File: src/rtl/gf180_ram_pkg.sv
// rtl/gf180_ram_pkg.sv - shared constants and FSM states for the GF180 RAM word bridge
package gf180_ram_pkg;

    localparam int RAM_AW = 9;
    localparam int LANES  = 4;

    // Macro control pins are all active low
    localparam logic       CEN_ON   = 1'b0;
    localparam logic       GWEN_WR  = 1'b0;
    localparam logic [7:0] WEN_ALL  = 8'h00;
    localparam logic [7:0] WEN_NONE = 8'hFF;

    typedef enum logic [2:0] {
        ST_IDLE,
        ST_WRITE,
        ST_READ,
        ST_RFLUSH,
        ST_DONE
    } state_e;

endpackage

File: src/rtl/gf180_ram_word_bridge.sv
// rtl/gf180_ram_word_bridge.sv - serialises 32-bit PicoRV32 accesses into four byte cycles on a 512x8 macro
module gf180_ram_word_bridge
    import gf180_ram_pkg::*;
#(
    parameter int RAM_DEPTH = 1 << RAM_AW,
    localparam int AW = $clog2(RAM_DEPTH)
) (
    input  logic          clk,
    input  logic          resetn,
    input  logic          mem_valid,
    output logic          mem_ready,
    input  logic [31:0]   mem_addr,
    input  logic [31:0]   mem_wdata,
    input  logic [3:0]    mem_wstrb,
    output logic [31:0]   mem_rdata,
    output logic          ram_cen,
    output logic          ram_gwen,
    output logic [7:0]    ram_wen,
    output logic [AW-1:0] ram_addr,
    output logic [7:0]    ram_wdata,
    input  logic [7:0]    ram_rdata
);

    localparam logic [1:0] LAST_LANE = 2'(LANES - 1);

    state_e        state_q, state_d;
    logic [1:0]    lane_q, lane_d;
    logic [AW-3:0] waddr_q, waddr_d;
    logic [31:0]   wdata_q, wdata_d;
    logic [3:0]    wstrb_q, wstrb_d;

    logic          ram_cen_q, ram_cen_d;
    logic          ram_gwen_q, ram_gwen_d;
    logic [7:0]    ram_wen_q, ram_wen_d;
    logic [AW-1:0] ram_addr_q, ram_addr_d;
    logic [7:0]    ram_wdata_q, ram_wdata_d;
    logic          mem_ready_q, mem_ready_d;
    logic [31:0]   mem_rdata_q, mem_rdata_d;

    // Per-cycle macro command request, resolved into pin values once below
    logic          issue, issue_rd;
    logic [1:0]    issue_lane;
    logic [AW-3:0] issue_waddr;
    logic [31:0]   issue_wdata;
    logic [3:0]    issue_wstrb;

    // High address bits alias and the byte offset is ignored
    logic unused_addr_bits;
    assign unused_addr_bits = ^{mem_addr[31:AW], mem_addr[1:0]};

    // Next-state, lane sequencing, read-byte capture and macro command decode
    always_comb begin
        state_d     = state_q;
        lane_d      = lane_q;
        waddr_d     = waddr_q;
        wdata_d     = wdata_q;
        wstrb_d     = wstrb_q;
        ram_cen_d   = ~CEN_ON;
        ram_gwen_d  = ~GWEN_WR;
        ram_wen_d   = WEN_NONE;
        ram_addr_d  = ram_addr_q;
        ram_wdata_d = ram_wdata_q;
        mem_ready_d = 1'b0;
        mem_rdata_d = mem_rdata_q;
        issue       = 1'b0;
        issue_rd    = 1'b0;
        issue_lane  = lane_q;
        issue_waddr = waddr_q;
        issue_wdata = wdata_q;
        issue_wstrb = wstrb_q;

        unique case (state_q)
            ST_IDLE: begin
                if (mem_valid) begin
                    waddr_d     = mem_addr[AW-1:2];
                    wdata_d     = mem_wdata;
                    wstrb_d     = mem_wstrb;
                    lane_d      = 2'd0;
                    issue       = 1'b1;
                    issue_rd    = (mem_wstrb == 4'd0);
                    issue_lane  = 2'd0;
                    issue_waddr = mem_addr[AW-1:2];
                    issue_wdata = mem_wdata;
                    issue_wstrb = mem_wstrb;
                    state_d     = issue_rd ? ST_READ : ST_WRITE;
                end
            end
            ST_WRITE: begin
                if (lane_q == LAST_LANE) begin
                    state_d     = ST_DONE;
                    mem_ready_d = 1'b1;
                end else begin
                    lane_d     = lane_q + 2'd1;
                    issue      = 1'b1;
                    issue_lane = lane_d;
                end
            end
            ST_READ: begin
                // Macro data lags the issued lane by one cycle
                if (lane_q != 2'd0) begin
                    mem_rdata_d[{lane_q - 2'd1, 3'b000} +: 8] = ram_rdata;
                end
                if (lane_q == LAST_LANE) begin
                    state_d = ST_RFLUSH;
                end else begin
                    lane_d     = lane_q + 2'd1;
                    issue      = 1'b1;
                    issue_rd   = 1'b1;
                    issue_lane = lane_d;
                end
            end
            ST_RFLUSH: begin
                mem_rdata_d[{LAST_LANE, 3'b000} +: 8] = ram_rdata;
                state_d     = ST_DONE;
                mem_ready_d = 1'b1;
            end
            ST_DONE: begin
                // mem_valid deliberately ignored here so a held request is not replayed
                state_d = ST_IDLE;
                lane_d  = 2'd0;
            end
            default: begin
                state_d = ST_IDLE;
                lane_d  = 2'd0;
            end
        endcase

        if (issue) begin
            ram_addr_d = {issue_waddr, issue_lane};
            if (issue_rd) begin
                ram_cen_d = CEN_ON;
            end else begin
                ram_wdata_d = issue_wdata[{issue_lane, 3'b000} +: 8];
                if (issue_wstrb[issue_lane]) begin
                    ram_cen_d  = CEN_ON;
                    ram_gwen_d = GWEN_WR;
                    ram_wen_d  = WEN_ALL;
                end
            end
        end
    end

    // State and registered outputs; reset aborts any access in flight
    always_ff @(posedge clk or negedge resetn) begin
        if (!resetn) begin
            state_q     <= ST_IDLE;
            lane_q      <= 2'd0;
            waddr_q     <= '0;
            wdata_q     <= '0;
            wstrb_q     <= '0;
            ram_cen_q   <= ~CEN_ON;
            ram_gwen_q  <= ~GWEN_WR;
            ram_wen_q   <= WEN_NONE;
            ram_addr_q  <= '0;
            ram_wdata_q <= '0;
            mem_ready_q <= 1'b0;
            mem_rdata_q <= '0;
        end else begin
            state_q     <= state_d;
            lane_q      <= lane_d;
            waddr_q     <= waddr_d;
            wdata_q     <= wdata_d;
            wstrb_q     <= wstrb_d;
            ram_cen_q   <= ram_cen_d;
            ram_gwen_q  <= ram_gwen_d;
            ram_wen_q   <= ram_wen_d;
            ram_addr_q  <= ram_addr_d;
            ram_wdata_q <= ram_wdata_d;
            mem_ready_q <= mem_ready_d;
            mem_rdata_q <= mem_rdata_d;
        end
    end

    assign ram_cen   = ram_cen_q;
    assign ram_gwen  = ram_gwen_q;
    assign ram_wen   = ram_wen_q;
    assign ram_addr  = ram_addr_q;
    assign ram_wdata = ram_wdata_q;
    assign mem_ready = mem_ready_q;
    assign mem_rdata = mem_rdata_q;

endmodule

File: config.mk
export PLATFORM = sky130hd
export DESIGN_NAME = gf180_ram_word_bridge
export DESIGN_NICKNAME = d
export VERILOG_FILES = /design/src/rtl/gf180_ram_pkg.sv /design/src/rtl/gf180_ram_word_bridge.sv
export SDC_FILE = /design/constraint.sdc
export NUM_CORES = 1
export LEC_CHECK = 0
export BUFFER_PORTS_ARGS = -buffer_cell sky130_fd_sc_hd__buf_2
export CAP_MARGIN = 10
export CORE_ASPECT_RATIO = 1.1
export CORE_MARGIN = 2
export CORE_UTILIZATION = 25
export DETAILED_ROUTE_END_ITERATION = 12
export GPL_TIMING_DRIVEN = 0
export PLACE_DENSITY_LB_ADDON = 0.3
export SLEW_MARGIN = 0
export SYNTH_ARGS = -nofsm -noshare
export SYNTH_HDL_FRONTEND = slang
export SYNTH_SLANG_ARGS = --single-unit
File: constraint.sdc
create_clock -name clk -period 2.79 [get_ports clk]
set_clock_uncertainty 0.2 [all_clocks]
set_input_delay 0.279 -clock clk [delete_from_list [all_inputs] [get_ports clk]]
set_output_delay 0.279 -clock clk [all_outputs]
set_load 0.02 [all_outputs]
# --- Word level (Yosys, flattened, before mapping) ---
# Index checks and enable logic that the tools add are counted.
word_totals:
  inputBits: 79
  ff_bits: 108
  output_inout_bits: 60
  wordCells: 73
classes:
  add_sub_neg: 3
  eq_ne: 8
  n_lt_le_gt_ge: 1
  n_shift: 3
  bitwise_logic: 1
  n_reduce_logical: 9
  muxes: 35
ops:
  columns: ["operator", "count"]
  rows:
  - ["32-bit 2-to-1 mux", 3]
  - ["32-bit bitwise mux", 1]
  - ["8-bit by 7-bit variable shift with 32-bit output, first input constant", 1]
  - ["32-bit by 6-bit indexed part select with 8-bit output", 1]
  - ["8-bit by 7-bit indexed part select with 32-bit output", 1]
  - ["8-bit 2-to-1 mux", 3]
  - ["8-bit one-hot mux with 2 select lines", 1]
  - ["7-bit 2-to-1 mux", 2]
  - ["3-bit one-hot mux with 4 select lines", 1]
  - ["1-bit 2-to-1 mux", 10]
  - ["3-bit 2-to-1 mux", 3]
  - ["4-bit 2-to-1 mux", 2]
  - ["2-bit inequality test, second input constant", 4]
  - ["5-bit negator with 7-bit output", 1]
  - ["3-bit by 2-bit == test with 1-bit output, second input constant", 2]
  - ["2-bit 2-to-1 mux", 3]
  - ["1-bit one-hot mux with 2 select lines", 3]
  - ["2-bit one-hot mux with 3 select lines", 1]
  - ["2-bit AND reduction", 3]
  - ["4-bit logical NOT", 1]
  - ["2-bit one-hot mux with 2 select lines", 1]
  - ["2-bit nonzero test", 2]
  - ["3-bit by 1-bit == test with 1-bit output, second input constant", 1]
  - ["3-bit logical NOT", 1]
  - ["8 further kinds", 8]

# --- Depth between registers and ports, before layout ---
# Gate-level depths: netlist (run 1).
depth:
  ltp_word: 8
  ltp_mapped: 9
  mapped_depth_nobuf: 8

# --- Least setup slack after synthesis (run 1) ---
# No wires, ideal clock.
synth_timing:
  path_type: "register to register"
  startpoint: "reg lane_q[0]"
  endpoint: "reg ram_wdata_q[0] (netlist: ram_wdata[0])"
  path_buffers: 1
  required_time_ns: 2.436
  slack_ns: 0.570
  stages_incl_launch_ff: 9
  period_less_slack_ns: 2.220
  setup_ns: 0.154
  arrival_time_ns: 1.865
  cell_sequence: "dfrtp_1 buf_2 inv_1 ha_1 inv_1 o311ai_1 o21ai_0 nor4_4 a221oi_1"
synth_via:
  elab_chain_len: 5
  elab_cells_between_ends: 11
  classes_between: "1 x add/sub; 1 x eq/ne; 1 x shift; 6 x mux; 1 x bitwise; 1 x reduce/logical"
synth_lines:
  columns: ["item", "line", "text"]
  rows:
  - ["from (decl)", "gf180_ram_word_bridge.sv:27", "logic [1:0] lane_q, lane_d;"]
  - ["from (signal assigned)", "gf180_ram_word_bridge.sv:160", "lane_q <= lane_d;"]
  - ["branches (longest 5 deep; another with 2-bit by 1-bit adder with 2-bit output)", null, null]
  - ["to (signal assigned)", "gf180_ram_word_bridge.sv:168", "ram_wdata_q <= ram_wdata_d;"]
  - ["to (decl)", "gf180_ram_word_bridge.sv:36", "logic [7:0] ram_wdata_q, ram_wdata_d;"]
# Parallel ways; which one is timed is not known.
# A chain may end at the register's enable or synchronous reset.

# --- Final worst setup path (run 1) ---
layout_timing:
  startpoint: "reg lane_q[1]"
  endpoint: "reg ram_wdata_q[2] (netlist: ram_wdata[2])"
# The elaborated chain is that of the path after synthesis.

==> flow_summary.ini, run 1 <==
[pwr]
intPower_mw = 4.298
seqPwrFrac = 0.330
clkPwrFrac = 0.165
p_leak_nw = 3.091
swShare = 0.4260
switchingPower_mw = 3.190
combPwrFrac = 0.504
worst_ir_drop_vdd_mv = 0.4720
power_mw = 7.488
p_per_area_nw_per_um2 = 1184

[drt]
drt-total-wl_um = 12340
detail_route.first_pass.iterations = 4
drt_iter0_markers = 141
ant_nets = 0
dr_total_vias = 3951
viasPerCell = 4.439
avgRoutedWirePerCell_um = 13.87
post-route-drc-count = 0

[critical_path]
rrSetupSlack_ps = 160
crit_type = reg2reg
crit_required_ps = 2830
arrival_ps = 2670
r2r_cells = 8
crit_start = lane_q[1]
crit_path_start_kind = flop
path_delay_family = compound AO/OA/AOI/OAI gates
max_stage_delay_ps = 460
cp_max_fo = 10
crit_path_cell_trace = inv_1 -> ha_1 -> nor2_1 -> a221oi_4 -> nand2_4 -> buf_12 -> mux2i_1 -> a221oi_1
critPathCaptureType = flop
critPathBufInv = 2
worstReg2RegStart = lane_q[1]
setup.worst_path.end = ram_wdata[2]
r2r-end = ram_wdata[2]
cp_slowest_cell = dfrtp_1
worst-path-stages = 8

[global_routing]
grt_usage = 0.1275
grt_pass1_vias = 3857
gr-total-overflow = 0
antenna_found_initial = 0
grt_max_degree = 54
grt_pass1_wl_um = 19870

[logic_synthesis]
async_reset_ff_frac = 1.000
yosysSeqAreaShare = 0.5380
synth-seq-cells = 100
syn_inst = 472
synth_edf_count = 0
ys_warn_count = 0
avgSynthCellArea_um2 = 9.864
synth.distinct_cells = 50
synth_area_um2 = 4656
syn_nets = 558
synthFlopType = dfrtp_1

[hold_path]
hold_path_class = in2reg

[outcome]
status = finished, final reports clean

[layout]
nets = 728
fillCellCount = 1924
drive_gt1_frac = 0.2813
multiInputGateArea_um2 = 1937
seq_area_um2 = 2505
syn_to_final_growth_pct = 35.88
antenna_cells = 0
design_area_um2 = 6326

[die]
dieArea_um2 = 19730
initial_core_util = 0.2538
pin_count = 139
core_um2 = 18350
die_w_um = 134.1
rows = 52
die_y_um = 147.1

[timing]
worst_pin_slew_ps = 769.3
clock.fmax_mhz = 380.6
slew_headroom = 0.4832
hold_slack_ps = 10.86
finalSetupTns_ps = 0
final-max-slew-violation-count = 0
hold_viol = 0
period_share = 0.9418
fin_crit_ps = 2628
grt_setup_unrepaired = true
setup_violations = 0

[run]
drv_cap = 0

[clock_tree]
cts_sinks = 100
cts_root_buf = clkbuf_16
clockBufferDepth = 2
htreeDepth = 3
cts_buffers = 9
clk_pin_slew_worst_paths_ps = 70
clk_latency_ps = 350
cts_tree = built

[placed_design]
placed_cell_area_um2 = 5555
gp_congestion = 0.8494
portBuffers = 113
dp.final_hpwl_um = 8817
[metal layers]
layer | share of wire | global-route usage | up-vias
met3 | 0.058 | 0.03968 | 11
met4 | 0.0092 | 0.03053 | 0
li1 | - | - | 1926
met1 | 0.45 | 0.1611 | 1896
met2 | 0.49 | 0.2133 | 118
met5 | 0 | 0 | -
[worst register-to-register path, delay by kind of cell, from the launching register on]
kind | cells | cell delay, ps
compound gates | 2 | 600
buf+inv | 2 | 480
simple gates | 2 | 310
flops | 1 | 460
fa+ha+maj | 1 | 350
mux | 1 | 120
[cell type report]
| class | count | share of cell area |
|---|---|---|
| sequential | 100 | 0.3960 |
| clock buffer | 9 | 0.03560 |
| multi-input combinational | 334 | 0.3062 |
| buffer | 31 | 0.03263 |
| inverter | 7 | 0.004153 |
| tap | 243 | 0.04806 |
| timing repair buffer | 159 | 0.1669 |
| clock inverter | 7 | 0.01048 |
[how the worst min path moves through the flow]
stage / from / endpoint / slack, ps / depth (start not counted)
3_3_place_gp: waddr_q[3] / waddr_q[3] / 250 / 2
4_1_cts: ram_rdata[3] / mem_rdata[3] / 1 / 3
2_1_floorplan: resetn / lane_q[0] / -220 / 0
5_1_grt: ram_rdata[1] / mem_rdata[1] / 8 / 3
3_5_place_dp: resetn / mem_rdata[31] / 180 / 1
6_report: ram_rdata[5] / mem_rdata[5] / 10 / 3
[cells by family after synthesis]
logic type | share of synthesized area
AO/OA/AOI/OAI | 0.1220
adder cells (fa/ha/maj) | 0.01881
buffers and inverters | 0.04999
flip-flops | 0.5380
multiplexers | 0.06342
AND/OR/NAND/NOR | 0.2077
[power groups by stage]
stage          Combinational, mW  Clock [mW]  Sequential, mW
6_report                    3.78        1.24            2.47
5_1_grt                     4.18        1.35            2.55
2_1_floorplan               2.28           0            2.81
3_5_place_dp                3.69           0            2.50
3_3_place_gp                3.60           0            2.48
4_1_cts                     3.74        1.28            2.47
[stage by stage]
step,util,instances,worst slack [ps]
6_report,0.3448,890,162.4
3_5_place_dp,0.3028,829,76.19
2_1_floorplan,-,472,570.4
3_3_place_gp,0.3011,828,149.0
4_1_cts,0.3427,889,49.66
5_1_grt,0.3448,890,-3.154
[placed cells by master (no fill, tap or decap), types with 3 or more instances in the layout]
cell type      netlist  final
buf_2               11    123
dfrtp_1             98     98
nand2_1            178    178
inv_6                0      3
mux2_2               8      8
o21ai_0             29     29
a221oi_1             7      7
inv_1                7      7
o2bb2ai_1            8      8
buf_4               10     11
a22o_1               8      8
ha_1                 7      7
nand3_1              8      8
dlygate4sd3_1        0     44
clkbuf_1             5      5
nor2_1              21     20
mux2i_1             19     19
buf_6                3      3
clkbuf_16            0      9
a21oi_1              3      3
[Yosys cell counts (all sizes together), types with 3 or more instances]
cell	count	area (um^2)
nor3	4	25.02
nand3	8	40.04
a22o	8	70.07
a21oi	3	15.01
clkbuf	5	18.77
inv	7	26.28
buf	26	187.7
ha	7	87.58
mux2	9	105.1
nand2	179	679.4
nor2	21	78.83
a221oi	10	117.6
mux2i	19	190.2
o2bb2ai	8	70.07
dfrtp	98	2452
o21ai	30	150.1
[sequential cells by signal, summed over array words and instances (netlist names)]
name and flops:
lane_q 2, mem_rdata 32, mem_ready 1, ram_addr 9
ram_cen 1, ram_wdata 8, ram_wen 1, state_q 3
waddr_q 7, wdata_q 32, wstrb_q 4
[timing repair]
item / CTS / global route
gates resized for setup: 0 / 3
endpoints found under the hold margin: 93 / 0
setup buffers: 0 / 1
setup endpoints to repair: 0 / 24
hold buffers: 44 / 0
(Power assumes the default switching activity.)
==> inputs of run 2 (changes only) <==
RECOVER_POWER = 25   (was default)
==> flow_summary.ini, run 2 (synthesis results as in run 1) <==
[outcome]
status = finished, final reports clean

[placed_design]
gp_congestion = 0.8494
dp_worst_setup_slack_ps = 76.19
dp.final_hpwl_um = 8817
placedCellCount = 829
placed_cell_area_um2 = 5555
portBuffers = 113

[clock_tree]
cts_buffers = 9
cts_sinks = 100
cts_tree = built
cts_root_buf = clkbuf_16
clk_pin_slew_worst_paths_ps = 80
clk_latency_ps = 350
clockBufferDepth = 2
htreeDepth = 3

[pwr]
intPower_mw = 4.277
worst_ir_drop_vdd_mv = 0.4721
switchingPower_mw = 3.194
clkPwrFrac = 0.166
swShare = 0.4275
combPwrFrac = 0.503
power_mw = 7.470
seqPwrFrac = 0.332
p_leak_nw = 3.056
p_per_area_nw_per_um2 = 1184

[layout]
antenna_cells = 0
syn_to_final_growth_pct = 35.50
layout_commonest_cell = nand2_1
mostFrequentLayoutCells = nand2_1 (178), buf_2 (111), dfrtp_1 (98)
nets = 728
drive_gt1_frac = 0.2628
stdcell_count = 890
design_area_um2 = 6309

[die]
pin_count = 139
dieArea_um2 = 19730
rows = 52
die_w_um = 134.1
core_um2 = 18350
initial_core_util = 0.2538
die_y_um = 147.1

[timing]
grt_setup_unrepaired = true
fin_crit_ps = 2628
period_share = 0.9418
slew_headroom = 0.07147
hold_viol = 0
setup_violations = 0
final-max-slew-violation-count = 0
worst_pin_slew_ps = 1393
clock.fmax_mhz = 380.6
fin_ws_ps = 162.4

[critical_path]
cp_max_fo = 10
critPathCaptureType = flop
max_stage_delay_ps = 460
crit_path_cell_trace = inv_1 -> ha_1 -> nor2_1 -> a221oi_4 -> nand2_4 -> buf_12 -> mux2i_1 -> a221oi_1
crit_required_ps = 2830
crit_path_start_kind = flop
cp_slowest_cell = dfrtp_1
crit_type = reg2reg
r2r_cells = 8
arrival_ps = 2670

[global_routing]
met2_usage = 0.2133
grt_pass1_vias = 3857
grt_usage = 0.1275
grt_max_degree = 54
grt_pass1_wl_um = 19870
grtUsageMet3 = 0.03968
grt_busiest_layer = met2
gr-total-overflow = 0
met1_usage = 0.1611
antenna_found_initial = 0

[drt]
avgRoutedWirePerCell_um = 13.88
post-route-drc-count = 0
viasPerCell = 4.433
ant_nets = 0
dr_total_vias = 3945
drt-total-wl_um = 12350
detail_route.first_pass.iterations = 4
drt_iter0_markers = 143

[hold_path]
holdPathStages = 3
hold_path_class = in2reg

[run]
drv_cap = 0
-- run 2: cell count changes in the layout (fill, tap and decap cells not counted) --
cell	change
buf_2	-12
clkbuf_1	+12
buf_4	-1
clkbuf_2	+1
-- run 2: power by group through the flow --
stage	sequential (mW)	combinational [mW]	clock (mW)
2_1_floorplan	2.81	2.28	0
4_1_cts	2.47	3.74	1.28
3_5_place_dp	2.50	3.69	0
5_1_grt	2.55	4.16	1.35
3_3_place_gp	2.48	3.60	0
6_report	2.48	3.76	1.24
-- run 2: layout make-up --
type / instances / area (um^2)
fill: 1930 / 12040
inverter: 7 / 26.28
multi-input combinational: 334 / 1937
sequential: 100 / 2505
buffer: 31 / 206.4
tap: 243 / 304.0
timing repair buffer: 159 / 1039
clock inverter: 7 / 66.31
clock buffer: 9 / 225.2
-- run 2: per-stage QoR --
step	hold WS, ps	TNS (ps)	utilization
final	10.19	0	0.3438
after global routing	8.484	-3.154	0.3438
after CTS	1.163	0	0.3427
after detailed placement	182.2	0	0.3028
after global placement	251.0	0	0.3011
after floorplan	-216.6	0	-
-- run 2: repair_timing --
| action | in CTS | in global routing |
|---|---|---|
| setup buffers | 0 | 1 |
| endpoints found under the hold margin | 93 | 0 |
| setup endpoints to repair | 0 | 24 |
| hold buffers | 44 | 0 |
| resized for setup | 0 | 3 |
-- run 2: routing by layer --
metal  vias to the layer above  share of wire
met5                         -              0
met4                         0         0.0091
met3                        11          0.057
met2                       114           0.49
met1                      1893           0.45
li1                       1927              -
-- run 2: path summary, 6_finish.rpt --
check / startpoint / end / slack (ps)
worst min-delay path: ram_rdata[5] / mem_rdata[5] / 10
worst max register to register: lane_q[1] / ram_wdata[2] / 160
min in group asynchronous: resetn / mem_rdata[25] / 590
worst min register to register: waddr_q[5] / waddr_q[5] / 270
max in group asynchronous: resetn / wdata_q[26] / 920
worst max-delay path: lane_q[1] / ram_wdata[2] / 160
-- run 2: worst max-delay path: cells and delay by family, from the launching register on --
kind                       cells  cell delay [ps]
DFF                            1              460
buffers and inverters          2              470
muxes                          1              110
and+or+nand+nor                2              310
adders and majority gates      1              350
AOI/OAI and AO/OA              2              600
